## config.mk

```make
export PLATFORM = sky130hd
export DESIGN_NAME = truth_table_sweeper
export DESIGN_NICKNAME = d
export VERILOG_FILES = /design/src/rtl/truth_table_sweeper.sv
export SDC_FILE = /design/constraint.sdc
export NUM_CORES = 1
export LEC_CHECK = 0
export ABC_AREA = 1
export CORE_MARGIN = 2
export CORE_UTILIZATION = 52
export CTS_CLUSTER_DIAMETER = 80
export DETAILED_ROUTE_END_ITERATION = 12
export PLACE_DENSITY = 0.84
export SYNTH_ARGS = -nofsm -noshare
export SYNTH_HDL_FRONTEND = slang
export SYNTH_SLANG_ARGS = --single-unit
```

## constraint.sdc

```tcl
create_clock -name clk -period 2.03 [get_ports clk]
set_clock_uncertainty 0.15 [all_clocks]
set_input_delay 0.406 -clock clk [delete_from_list [all_inputs] [get_ports clk]]
set_output_delay 0.406 -clock clk [all_outputs]
set_load 0.02 [all_outputs]
```

## src/rtl/truth_table_sweeper.sv

```systemverilog
`default_nettype none
// ============================================================================
// Module   : truth_table_sweeper
// Brief    : Sweeps an N-input combinational block through every input value,
//            captures its output into a truth table and counts the ones.
// Revision : 1.0 - initial release
// ============================================================================
module truth_table_sweeper #(
    parameter int N_INPUTS    = 5,
    parameter int HOLD_CYCLES = 1
) (
    input  logic                     clk,
    input  logic                     reset,
    input  logic                     start,
    output logic [N_INPUTS-1:0]      vec,
    input  logic                     f_in,
    output logic                     busy,
    output logic                     done,
    output logic [2**N_INPUTS-1:0]   table_out,
    output logic [N_INPUTS:0]        ones_count
);

    localparam logic [3:0]          c_HOLD = 4'(HOLD_CYCLES);
    localparam logic [N_INPUTS-1:0] c_LAST = '1;

    typedef enum logic [1:0] {
        ST_IDLE = 2'd0,
        ST_RUN  = 2'd1,
        ST_DONE = 2'd2
    } state_t;

    state_t     r_state;
    logic [3:0] r_hold;

    logic [N_INPUTS:0] w_inc;
    assign w_inc = {{N_INPUTS{1'b0}}, f_in};

    always_ff @(posedge clk) begin
        if (reset) begin
            r_state    <= ST_IDLE;
            r_hold     <= 4'd0;
            vec        <= '0;
            busy       <= 1'b0;
            done       <= 1'b0;
            table_out  <= '0;
            ones_count <= '0;
        end else begin
            case (r_state)
                ST_IDLE, ST_DONE: begin
                    if (start) begin
                        r_state    <= ST_RUN;
                        r_hold     <= 4'd0;
                        vec        <= '0;
                        busy       <= 1'b1;
                        done       <= 1'b0;
                        table_out  <= '0;
                        ones_count <= '0;
                    end
                end
                ST_RUN: begin
                    // start is deliberately ignored here; a sweep always runs to completion
                    if (r_hold < c_HOLD) begin
                        r_hold <= r_hold + 4'd1;
                    end else begin
                        table_out[vec] <= f_in;
                        ones_count     <= ones_count + w_inc;
                        r_hold         <= 4'd0;
                        if (vec == c_LAST) begin
                            r_state <= ST_DONE;
                            busy    <= 1'b0;
                            done    <= 1'b1;
                        end else begin
                            vec <= vec + 1'b1;
                        end
                    end
                end
                default: begin
                    r_state <= ST_IDLE;
                    r_hold  <= 4'd0;
                    busy    <= 1'b0;
                    done    <= 1'b0;
                end
            endcase
        end
    end

endmodule
`default_nettype wire

```

# Word level (Yosys, flattened, before mapping)

Index checks and enable logic that the tools add are counted.

Register bits after elaboration: 51
Input port bits: 4
Output and inout port bits: 45
Word-level logic and storage cells: 55

Add/sub/neg operators: 3
Magnitude comparators: 3
Equal/unequal tests: 7
Muxes and demuxes: 28
Reduce and logical (&&, ||, !) cells: 7

Operator list:

| operator                                                                            | number |
|---|---|
| 32-bit two-way mux                                                                  | 2 |
| 32-bit one-hot mux with 2 select lines                                              | 1 |
| 32-bit bitwise mux                                                                  | 1 |
| 5-bit two-way mux                                                                   | 3 |
| 6-bit two-way mux                                                                   | 2 |
| 6-bit one-hot mux with 2 select lines                                               | 1 |
| 5-bit one-hot mux with 2 select lines                                               | 1 |
| 4-bit two-way mux                                                                   | 2 |
| 2-bit != test, second input constant                                                | 4 |
| 4-bit one-hot mux with 2 select lines                                               | 1 |
| 1-bit two-way mux                                                                   | 7 |
| 6-bit by 1-bit adder with 6-bit output                                              | 1 |
| 5-bit by 6-bit less-than comparator with 1-bit output, second input constant        | 1 |
| 2-bit two-way mux                                                                   | 3 |
| 3-bit AND reduction                                                                 | 2 |
| 5-bit by 1-bit adder with 5-bit output, second input constant                       | 1 |
| 1-bit demux with 5-bit select                                                       | 1 |
| 5-bit equality test, second input constant                                          | 1 |
| 5-bit by 1-bit greater-or-equal comparator with 1-bit output, second input constant | 1 |
| 4-bit by 1-bit adder with 4-bit output, second input constant                       | 1 |
| 4-bit by 1-bit less-than comparator with 1-bit output, second input constant        | 1 |
| 1-bit one-hot mux with 2 select lines                                               | 2 |
| 2-bit one-hot mux with 2 select lines                                               | 1 |
| 4-bit AND reduction                                                                 | 1 |
| 6 further kinds                                                                     | 6 |

# Logic depth before layout (Yosys ltp)

Depth in word-level cells: 7
Gate-level depth with buffers: 10
Depth with buffers taken out: 10

# Worst setup path after synthesis

Ideal clock, no wire load.

Kind: reg2reg
From: reg vec[0]
To: reg vec[1]
Setup time: 0.128 ns
Arrival: 1.596 ns
Required time: 1.752 ns
Setup slack: 0.156 ns
Stages on the path, launching flop included: 11
Buffers on the path: 0
Period minus slack after synthesis: 1.874 ns
Cell sequence: dfxtp_1 -> ha_1 -> nand2_1 -> nor2_1 -> ha_1 -> o21ai_0 -> inv_1 -> nor2_1 -> nand2_1 -> nand2_1 -> nor2_1

Word-level cells in the longest chain between the ends: 4
Elaborated cells on any way between the ends: 7
Classes of those cells: add/sub (1); eq/ne (2); mux (3); reduce/logical (1)

RTL lines:

| what                                   | RTL line | RTL |
|---|---|---|
| start, declared                        | 15       | `output logic [N_INPUTS-1:0] vec,` |
| start signal, assigned                 | 73       | `vec <= vec + 1'b1;` |
| 5-bit by 1-bit adder with 5-bit output | 73       |  |
| 5-bit two-way mux                      | 68       | `if (vec == c_LAST) begin` |
| 5-bit two-way mux                      | 62       | `if (r_hold < c_HOLD) begin` |
| 5-bit one-hot mux with 2 select lines  | 48       | `case (r_state)` |

Several ways; a longest one is shown, not always the timed one. The select of a mux whose other input is x is not followed.
A chain may end at the register's enable or synchronous reset.

# Worst setup path after layout

From: reg vec[1]
To: out vec[1]

No word-level cell between the ends.

==> metrics.log <==
[metrics] outcome: finished clean
[metrics] count of endpoints failing setup in the final report: 0
[metrics] maximum VDD drop: 0.0005168 V
[metrics] startpoint of the lowest-slack register-to-register path: vec[0]$_SDFFE_PP0P_
[metrics] Cell variety after synth: 24
[metrics] peak clock frequency supported by timing: 0.5121 GHz
[metrics] Vert. Die Dim: 75.17 um
[metrics] sum of negative setup slack: 0 ps
[metrics] depth of the most critical reg-to-reg path: 9
[metrics] Critical Path Source Type: register
[metrics] standard cell with the maximum stage delay on the critical path: clkdlybuf4s50_1
[metrics] Congestion Overflow GR: 0
[metrics] antenna-violating nets left: 0
[metrics] number of top-level pins: 49
[metrics] post-synthesis to final-layout area growth: 26.18%
[metrics] TritonRoute pass-1 iters: 5
[metrics] ys flop type: dfxtp_1
[metrics] setup slack of the most critical reg-to-reg path: 140 ps
[metrics] maximum clock path buffer count: 2
[metrics] pin count of the biggest net entering global routing: 33
[metrics] Req. time, crit path: 1470 ps
[metrics] wire length of the first global-routing pass: 10,840 um
[metrics] worst-margin pin slew: 627.8 ps
[metrics] Filler Cells Inserted: 426
[metrics] number of antenna repair diodes: 0
[metrics] setup fix buffers added after clock tree synthesis: 0
[metrics] maximum single-stage delay on the critical path: 600 ps
[metrics] gate family responsible for the most delay along the worst path: buffers and inverters
[metrics] proportion of netlist area held by the largest area contributor: 0.3800
[metrics] core region area: 0.004817 mm^2
[metrics] Syn Std Cell Area: 0.002634 mm^2
[metrics] final instance area: 0.003323 mm^2
[metrics] count of endpoints failing hold in the final timing report: 0
[metrics] number of synthesized flops with an enable pin: 0
[metrics] Synth async-reset ratio: 0
[metrics] clock insertion delay at the later pin of the skew report: 310 ps
[metrics] static leakage power: 1.310 nW
[metrics] element type at the critical path end: output port
[metrics] synthesis-stage register bit count: 50
[metrics] share of post-route cells with drive strength above 1: 0.07586
[metrics] TritonCTS clock tree: yes
[metrics] total of buffers placed on input and output ports: 48
[metrics] first-iteration detailed-routing DRC count: 188
[metrics] average wire length per cell after detail routing: 13.07 um
[metrics] antenna violations before repair: 0
[metrics] Vias per Instance: 5.412
[metrics] clock root cell: clkbuf_8
[metrics] worst min-delay path startpoint: table_out[19]$_SDFFE_PP0P_
[metrics] power density of the placed cells: 783.2 mW/mm^2
[metrics] placement-stage cell area: 0.003207 mm^2
[metrics] routability congestion estimate from global placement: 0.8169
[metrics] via count of the routed design: 2,717
[metrics] Worst R2R End: vec[3]$_SDFFE_PP0P_
[metrics] post-synthesis sequential area ratio: 0.3800
[metrics] Hold EP: table_out[19]$_SDFFE_PP0P_
[metrics] htree depth: 2
[metrics] number of clock buffers inserted by TritonCTS: 5
[metrics] gr usage total: 0.2455
[metrics] TritonCTS sink count: 50
[metrics] biggest area consumer among synthesized cells: dfxtp_1
[metrics] residual DRC count: 0
[metrics] total number of nets in the final design: 448
[metrics] leading cell types by total area after synthesis: dfxtp_1 (38%), nand2_1 (14%), nor2_1 (8.3%)
[metrics] total wire length: 6560 um
[metrics] Max Slew Vio Count: 0
[metrics] most used standard cells in the synthesized netlist: nand2_1 (95), nor2_1 (58), dfxtp_1 (50), nand3_1 (38), a21oi_1 (29)
[metrics] Initial Util: 0.5468
[metrics] unrepaired setup endpoints after global routing: false
[metrics] Setup Crit Path Kind: reg2out
[metrics] mean cell area of the mapped netlist: 6.841 um^2
[metrics] Tightest Hold Check Type: reg2reg
[metrics] share of the clock period used by the worst path after layout: 0.9620
[metrics] critical path cell sequence: buf_4, clkdlybuf4s50_1
[metrics] Max-Cap Viols: 0
[metrics] final critical path time including I/O delays and setup: 1953 ps
[metrics] vias in the first global route: 2,435
[metrics] number of standard-cell rows in the floorplan: 25
[metrics] buffers and inverters on the worst path: 2
[metrics] synthesized netlist net count: 398
[metrics] clock input transition at the sequential cells of the worst setup and hold paths: 90 ps
[metrics] max-slew headroom at the worst pin: 0.5810
[metrics] half-perimeter wire length after placement: 4620 um
[metrics] most frequent cell after synthesis: nand2_1
[metrics] data arrival time at the worst-slack endpoint: 1400 ps
[metrics] width of the die: 75.17 um
[metrics] number of stages on the worst hold path: 2
[metrics] Die Area: 0.005651 mm^2
[metrics] number of standard cells after synthesis: 385
[metrics] warnings from Yosys: 0
[metrics] Crit Path Max Fanout: 5
## flip-flops by register name, indices dropped and copies added (netlist names)
signal,count
busy,1
done,1
ones_count,6
r_hold,4
r_state,1
table_out,32
vec,5
## layer usage
layer | up-vias | wire, um | GRT usage
li1 | 1357 | - | -
met1 | 1262 | 2965 | 0.3078
met2 | 88 | 3140 | 0.4220
met3 | 10 | 341 | 0.04418
met4 | 0 | 112 | 0.08967
met5 | - | 0 | 0
## final cells by class
cell class,count,area (um^2),area share
clock buffers,6,82.58,0.02485
clock inverters,1,30.03,0.009036
inverters,29,111.4,0.03351
multi-input cells,284,1378,0.4145
flip-flops and latches,50,1002,0.3016
well taps,67,83.83,0.02523
repair buffers,65,635.6,0.1913
## tightest hold or removal path: stages (launching register included)
cell and delay (ps):
dfxtp_1 320, nand2_1 60, a21oi_1 50
## cell usage in the layout, fill, tap and decap left out, types with 15 or more instances in the layout
cell type,synthesis,layout
clkdlybuf4s50_1,0,47
o21ai_0,19,19
nand2_1,95,95
buf_4,4,15
a21oi_1,29,29
a22oi_1,16,16
nor2_1,58,58
dfxtp_1,50,49
inv_1,22,22
nand3_1,38,38
## metrics by stage
| stage | util | setup WS [ps] | cells | power, mW | hold WS, ps |
|---|---|---|---|---|---|
| after floorplan | - | 156.5 | 385 | 1.658 | 286.0 |
| after global placement | 0.6657 | 100.6 | 495 | 1.850 | 293.1 |
| after detailed placement | 0.6657 | 69.26 | 495 | 1.878 | 304.0 |
| after CTS | 0.6894 | 38.49 | 502 | 2.601 | 316.9 |
| after global routing | 0.6899 | 7.164 | 502 | 2.733 | 333.8 |
| final | 0.6899 | 77.23 | 502 | 2.603 | 312.6 |
## cell families after synthesis
kind of cell / after synthesis / synth area share
buffers and inverters: 51 / 0.09691
adders and majority gates: 9 / 0.04276
DFF: 50 / 0.3800
and+or+nand+nor: 211 / 0.3435
AOI/OAI and AO/OA: 64 / 0.1368
## timing repair
| action | 4_1_cts | 5_1_grt |
|---|---|---|
| resized for setup | 1 | 1 |
| hold buffers | 0 | 0 |
| cloned | 0 | 0 |
| setup endpoints to repair | 1 | 1 |
## worst max path at each step
stage	endpoint	startpoint	depth (start not counted)	slack, ps
2_1_floorplan	vec[1]$_SDFFE_PP0P_	vec[0]$_SDFFE_PP0P_	10	160
3_3_place_gp	ones_count[4]$_SDFFE_PP0P_	f_in	9	100
3_5_place_dp	table_out[13]$_SDFFE_PP0P_	start	9	70
4_1_cts	vec[3]	vec[3]$_SDFFE_PP0P_	1	40
5_1_grt	vec[3]$_SDFFE_PP0P_	vec[0]$_SDFFE_PP0P_	9	7
6_report	vec[1]	vec[1]$_SDFFE_PP0P_	2	80
## report_power, final
group          total, mW  switching (mW)  internal [mW]  leakage (nW)
Clock              0.737           0.342          0.395        0.0573
Combinational      0.807           0.531          0.276         0.848
Sequential          1.06          0.0340           1.03         0.405
Total               2.60           0.907           1.70          1.31
(Power assumes the default switching activity.)
